`src/rtl/mem_arb_pkg.sv`:
```
// Shared encodings and defaults for the I/D memory port arbiter.
package mem_arb_pkg;

  typedef enum logic [1:0] {
    IDLE = 2'd0,
    BUSY = 2'd1,
    RESP = 2'd2
  } state_t;

  localparam logic OWN_I = 1'b0;
  localparam logic OWN_D = 1'b1;

  localparam int DEF_TIMEOUT    = 16;
  localparam int DEF_STARVE_MAX = 4;

endpackage

```
`src/rtl/mem_arb_pick.sv`:
```
// Grant selection between fetch and load/store with a fetch-starvation counter.
module mem_arb_pick
  import mem_arb_pkg::*;
#(
  parameter int STARVE_MAX = DEF_STARVE_MAX
) (
  input  logic clk,
  input  logic reset_n,
  input  logic i_req,
  input  logic d_req,
  input  logic grant,
  output logic grant_d
);

  localparam int SW = $clog2(STARVE_MAX + 1);
  localparam logic [SW-1:0] CNT_MAX = SW'(STARVE_MAX);

  logic [SW-1:0] starve_cnt_reg;

  // D wins ties until fetch has been passed over STARVE_MAX times in a row.
  assign grant_d = d_req && !(i_req && (starve_cnt_reg == CNT_MAX));

  always_ff @(posedge clk or negedge reset_n) begin
    if (!reset_n) begin
      starve_cnt_reg <= '0;
    end else if (grant) begin
      if (!grant_d) begin
        starve_cnt_reg <= '0;
      end else if (i_req && (starve_cnt_reg != CNT_MAX)) begin
        starve_cnt_reg <= starve_cnt_reg + SW'(1);
      end
    end
  end

endmodule

```
`src/rtl/mem_port_arbiter.sv`:
```
// Shares one memory port between fetch (I) and load/store (D) with a
// three-state FSM, one-cycle completion pulses and a BUSY timeout.
module mem_port_arbiter
  import mem_arb_pkg::*;
#(
  parameter int AW         = 32,
  parameter int DW         = 32,
  parameter int TIMEOUT    = DEF_TIMEOUT,
  parameter int STARVE_MAX = DEF_STARVE_MAX
) (
  input  logic            clk,
  input  logic            reset_n,
  input  logic            i_req,
  input  logic [AW-1:0]   i_addr,
  output logic            i_done,
  output logic [DW-1:0]   i_rdata,
  input  logic            d_req,
  input  logic            d_we,
  input  logic [AW-1:0]   d_addr,
  input  logic [DW-1:0]   d_wdata,
  input  logic [DW/8-1:0] d_wstrb,
  output logic            d_done,
  output logic [DW-1:0]   d_rdata,
  output logic            err,
  output logic            mem_req,
  output logic            mem_we,
  output logic [AW-1:0]   mem_addr,
  output logic [DW-1:0]   mem_wdata,
  output logic [DW/8-1:0] mem_wstrb,
  input  logic            mem_ack,
  input  logic [DW-1:0]   mem_rdata
);

  localparam int TW = $clog2(TIMEOUT);
  localparam logic [TW-1:0] TO_LAST = TW'(TIMEOUT - 1);

  state_t            state_reg, state_next;
  logic              owner_reg, owner_next;
  logic [TW-1:0]     to_cnt_reg, to_cnt_next;
  logic              mem_req_reg, mem_req_next;
  logic              mem_we_reg, mem_we_next;
  logic [AW-1:0]     mem_addr_reg, mem_addr_next;
  logic [DW-1:0]     mem_wdata_reg, mem_wdata_next;
  logic [DW/8-1:0]   mem_wstrb_reg, mem_wstrb_next;
  logic              i_done_reg, i_done_next;
  logic              d_done_reg, d_done_next;
  logic [DW-1:0]     i_rdata_reg, i_rdata_next;
  logic [DW-1:0]     d_rdata_reg, d_rdata_next;
  logic              err_reg, err_next;
  logic [DW-1:0]     cap_data;
  logic              grant;
  logic              grant_d;

  assign grant = (state_reg == IDLE) && (i_req || d_req);

  mem_arb_pick #(
    .STARVE_MAX(STARVE_MAX)
  ) u_pick (
    .clk    (clk),
    .reset_n(reset_n),
    .i_req  (i_req),
    .d_req  (d_req),
    .grant  (grant),
    .grant_d(grant_d)
  );

  always_ff @(posedge clk or negedge reset_n) begin
    if (!reset_n) begin
      state_reg     <= IDLE;
      owner_reg     <= OWN_I;
      to_cnt_reg    <= '0;
      mem_req_reg   <= 1'b0;
      mem_we_reg    <= 1'b0;
      mem_addr_reg  <= '0;
      mem_wdata_reg <= '0;
      mem_wstrb_reg <= '0;
      i_done_reg    <= 1'b0;
      d_done_reg    <= 1'b0;
      i_rdata_reg   <= '0;
      d_rdata_reg   <= '0;
      err_reg       <= 1'b0;
    end else begin
      state_reg     <= state_next;
      owner_reg     <= owner_next;
      to_cnt_reg    <= to_cnt_next;
      mem_req_reg   <= mem_req_next;
      mem_we_reg    <= mem_we_next;
      mem_addr_reg  <= mem_addr_next;
      mem_wdata_reg <= mem_wdata_next;
      mem_wstrb_reg <= mem_wstrb_next;
      i_done_reg    <= i_done_next;
      d_done_reg    <= d_done_next;
      i_rdata_reg   <= i_rdata_next;
      d_rdata_reg   <= d_rdata_next;
      err_reg       <= err_next;
    end
  end

  always_comb begin
    state_next     = state_reg;
    owner_next     = owner_reg;
    to_cnt_next    = to_cnt_reg;
    mem_req_next   = mem_req_reg;
    mem_we_next    = mem_we_reg;
    mem_addr_next  = mem_addr_reg;
    mem_wdata_next = mem_wdata_reg;
    mem_wstrb_next = mem_wstrb_reg;
    i_done_next    = 1'b0;
    d_done_next    = 1'b0;
    i_rdata_next   = i_rdata_reg;
    d_rdata_next   = d_rdata_reg;
    err_next       = err_reg;
    cap_data       = mem_ack ? mem_rdata : '0;

    case (state_reg)
      IDLE: begin
        if (grant) begin
          state_next   = BUSY;
          owner_next   = grant_d ? OWN_D : OWN_I;
          to_cnt_next  = '0;
          mem_req_next = 1'b1;
          if (grant_d) begin
            mem_we_next    = d_we;
            mem_addr_next  = d_addr;
            mem_wdata_next = d_wdata;
            mem_wstrb_next = d_wstrb;
          end else begin
            mem_we_next    = 1'b0;
            mem_addr_next  = i_addr;
            mem_wdata_next = '0;
            mem_wstrb_next = '0;
          end
        end
      end
      BUSY: begin
        // An ack on the last allowed cycle still counts as a normal completion.
        if (mem_ack || (to_cnt_reg == TO_LAST)) begin
          state_next   = RESP;
          mem_req_next = 1'b0;
          err_next     = !mem_ack;
          if (owner_reg == OWN_D) begin
            d_done_next  = 1'b1;
            d_rdata_next = cap_data;
          end else begin
            i_done_next  = 1'b1;
            i_rdata_next = cap_data;
          end
        end else begin
          to_cnt_next = to_cnt_reg + TW'(1);
        end
      end
      RESP: begin
        state_next = IDLE;
      end
      default: begin
        state_next = IDLE;
      end
    endcase
  end

  assign mem_req   = mem_req_reg;
  assign mem_we    = mem_we_reg;
  assign mem_addr  = mem_addr_reg;
  assign mem_wdata = mem_wdata_reg;
  assign mem_wstrb = mem_wstrb_reg;
  assign i_done    = i_done_reg;
  assign d_done    = d_done_reg;
  assign i_rdata   = i_rdata_reg;
  assign d_rdata   = d_rdata_reg;
  assign err       = err_reg;

endmodule

```
`config.mk`:
```
export PLATFORM = sky130hd
export DESIGN_NAME = mem_port_arbiter
export DESIGN_NICKNAME = d
export VERILOG_FILES = /design/src/rtl/mem_arb_pkg.sv /design/src/rtl/mem_arb_pick.sv /design/src/rtl/mem_port_arbiter.sv
export SDC_FILE = /design/constraint.sdc
export NUM_CORES = 1
export LEC_CHECK = 0
export CORE_ASPECT_RATIO = 1.75
export CORE_MARGIN = 2
export CORE_UTILIZATION = 40
export DETAILED_ROUTE_END_ITERATION = 7
export PLACE_DENSITY = 0.78
export RECOVER_POWER = 25
export SYNTH_ARGS = -nofsm -noshare
export SYNTH_HDL_FRONTEND = slang
export SYNTH_HIERARCHICAL = 1
export SYNTH_SLANG_ARGS = --single-unit
export TNS_END_PERCENT = 30
```
`constraint.sdc`:
```
create_clock -name clk -period 2.2 [get_ports clk]
set_input_delay 0.44 -clock clk [delete_from_list [all_inputs] [get_ports clk]]
set_output_delay 0.44 -clock clk [all_outputs]
set_load 0.005 [all_outputs]
```
==> impl_metrics.env <==
export IMPL_drc=0
export IMPL_die_w_um=97.2
export IMPL_power_density_nw_per_um2=1380
export IMPL_area_growth_pct=58.5
export IMPL_syn_nets=660
export IMPL_synth_area_sq_um=6070
export IMPL_worstRegToRegCells=5
export IMPL_critPathTopFamily="simple AND/OR/NAND/NOR gates"
export IMPL_synth_seq_cells=147
export IMPL_ff_latch_area_sq_um=3680
export IMPL_cts_tree="done"
export IMPL_r2r_end="mem_wdata[14]"
export IMPL_synthArstFlopShare_pct=100
export IMPL_route_met2_wl_um=9620
export IMPL_met3_length_um=1520
export IMPL_max_stage_delay_ns=0.45
export IMPL_viasPerCell=5.62
export IMPL_numCtsBuffers=17
export IMPL_worst_slew_pin_slew_ns=0.693
export IMPL_cts_clk_slew_worst_paths_ns=0.06
export IMPL_hold_viol=0
export IMPL_cp_endpoint="mem_wdata[14]"
export IMPL_synth_cell_type_count=34
export IMPL_grt_ovfl_total=0
export IMPL_core_area_sq_um=14800
export IMPL_crit_chain="or2_2, or2_2, buf_12, buf_4, o21ai_1"
export IMPL_fin_setup_tns_ns=0
export IMPL_clockBufferDepth=2
export IMPL_fin_nets=918
export IMPL_synth_top_area_share_pct=60.6
export IMPL_insertion_delay_ns=0.40
export IMPL_setup_ws_ns=0.353
export IMPL_num_vias=5459
export IMPL_setup_viol=0
export IMPL_clock_sinks=147
export IMPL_gp_congestion=0.814
export IMPL_drt_initial_drc_count=276
export IMPL_leakagePower_nw=4.07
export IMPL_clk_root_buffer_cell="clkbuf_16"
export IMPL_postSynth_topFlopCell="dfrtp_1"
export IMPL_min_from="mem_ack"
export IMPL_syn_inst=519
export IMPL_critPathLaunch="state_reg[1]"
export IMPL_io_pins=275
export IMPL_port_buffers=274
export IMPL_rsz0062_at_grt="no"
export IMPL_synthTopCellsByArea="dfrtp_1 (61%), a32o_1 (11%), o21ai_0 (7.0%)"
export IMPL_hpwl_um=12700
export IMPL_ys_warn_count=6
export IMPL_critPathLaunchType="flip-flop"
export IMPL_seq_area_frac_synth_pct=60.6
export IMPL_fmax_mhz=541
export IMPL_maxCapViolCount=0
export IMPL_period_share_pct=83.9
export IMPL_fill_cells=1141
export IMPL_crit_fanout=46
export IMPL_die_h_um=167
export IMPL_finClkSkew_ns=0.0102
export IMPL_place_worst_setup_slack_ns=0.0671
export IMPL_hold_path_class="input port to flip-flop"
export IMPL_ant_nets=0
export IMPL_relSlewSlack_pct=53.8
export IMPL_yosys_area_top_type="dfrtp_1"
export IMPL_grt_antenna_before_repair=0
export IMPL_htree_levels=4
export IMPL_wl_per_cell_um=18.6
export IMPL_n_antenna_cell=0
export IMPL_r2r_start="state_reg[1]"
export IMPL_arrival_ns=2.17
export IMPL_multi_input_area_sq_um=2140
export IMPL_slew_violations=0
export IMPL_status="finished clean"
export IMPL_worst_path_most_repeated_cell="or2_2"
export IMPL_die_area_sq_um=16200
export IMPL_grt_pass1_wl_um=28800
export IMPL_drt_pass1_iter_count=5
export IMPL_grt_pass1_vias=5702
export IMPL_start_util_pct=40.9
export IMPL_wl_met1_um=6600
export IMPL_grt_max_degree=73
export IMPL_track_usage_pct=22.0
export IMPL_drive_gt1_share_pct=7.36
export IMPL_power_mw=13.3
export IMPL_rrSetupSlack_ns=0.35
export IMPL_maxUsedRoutingLayer="met4"
export IMPL_path_buf_inv=2
export IMPL_ir_worst_vdd_mv=0.699
export IMPL_synth_edff_count=0
export IMPL_final_cell_mix="clkdlybuf4s50_1 (272), dfrtp_1 (147), o21ai_0 (85), a32o_1 (64), o21ai_1 (59)"
export IMPL_rows=59
export IMPL_fin_crit_ns=1.85
export IMPL_crit_slowest_cell="dfrtp_1"
export IMPL_end_kind="flip-flop"
export IMPL_worst_ep_required_time_ns=2.52
export IMPL_crit_cells=5
export IMPL_drt_wl_total_um=18100
export IMPL_final_common_cell="clkdlybuf4s50_1"
export IMPL_path_class="flip-flop to flip-flop"
export IMPL_syn_mean_instance_area_sq_um=11.7
through the flow:
stage	cell area, sq um	cells	hold slack [ns]	util (%)
after floorplan	6070	519	0.144	-
final	9630	971	0.462	64.9
after detailed placement	8980	940	0.426	60.5
after CTS	9650	971	0.431	65.1
after global routing	9630	971	0.474	64.9
after global placement	8980	940	0.416	60.5
synthesized netlist by cell type, types with 2 or more instances:
cell and count:
a311o_1 2, a31oi_1 2, a32o_1 64, buf_2 2, buf_6 8, clkbuf_1 42
dfrtp_1 147, ha_1 3, inv_1 7, mux2i_1 34, nand2_1 41, nor2_1 2
o21ai_0 85, o21ai_1 59, or2_1 2
worst register-to-register path: stages (launching register included):
cell     delay [ns]
dfrtp_1        0.45
or2_2          0.35
or2_2          0.36
buf_12         0.20
buf_4          0.24
o21ai_1        0.17
report_power, final:
| part | total, mW | switching, mW | internal, mW |
|---|---|---|---|
| sequential | 4.70 | 0.736 | 3.96 |
| clock | 3.22 | 1.10 | 2.12 |
| combinational | 5.34 | 2.13 | 3.21 |
| total | 13.3 | 3.96 | 9.30 |
layer usage:
metal | track usage, % | vias up
met5 | 0 | -
met2 | 40.0 | 298
li1 | - | 2454
met4 | 7.65 | 0
met1 | 24.4 | 2683
met3 | 6.25 | 24
worst min path at each step:
stage	to	slack, ns	cells past startpoint
after global placement	d_rdata[29]	0.42	1
final	state_reg[1]	0.46	3
after global routing	state_reg[1]	0.47	3
after CTS	state_reg[1]	0.43	3
after detailed placement	i_rdata[29]	0.43	1
after floorplan	d_done	0.14	0
cell type report:
type | instances | share of cell area [%]
Sequential cell | 147 | 38.2
Timing Repair Buffer | 291 | 30.1
Multi-Input combinational cell | 313 | 22.2
Clock buffer | 17 | 4.42
Clock inverter | 13 | 2.43
Tap cell | 183 | 2.38
Inverter | 7 | 0.273
logic make-up (layout without fill, tap and decap cells):
group	count (synthesis)	after routing	share of synthesized area [%]
buffers and inverters	59	328	4.68
multiplexers	36	36	6.03
AND/OR/NAND/NOR	55	55	4.18
adder cells (fa/ha/maj)	3	3	0.618
AO/OA/AOI/OAI	219	219	23.9
flip-flops	147	147	60.6
repair_timing:
item	in CTS	in global routing
hold endpoints to repair	22	0
setup buffers	0	0
resized for setup	0	0
hold buffers	1	0
Power figures use the tool's default switching activity.
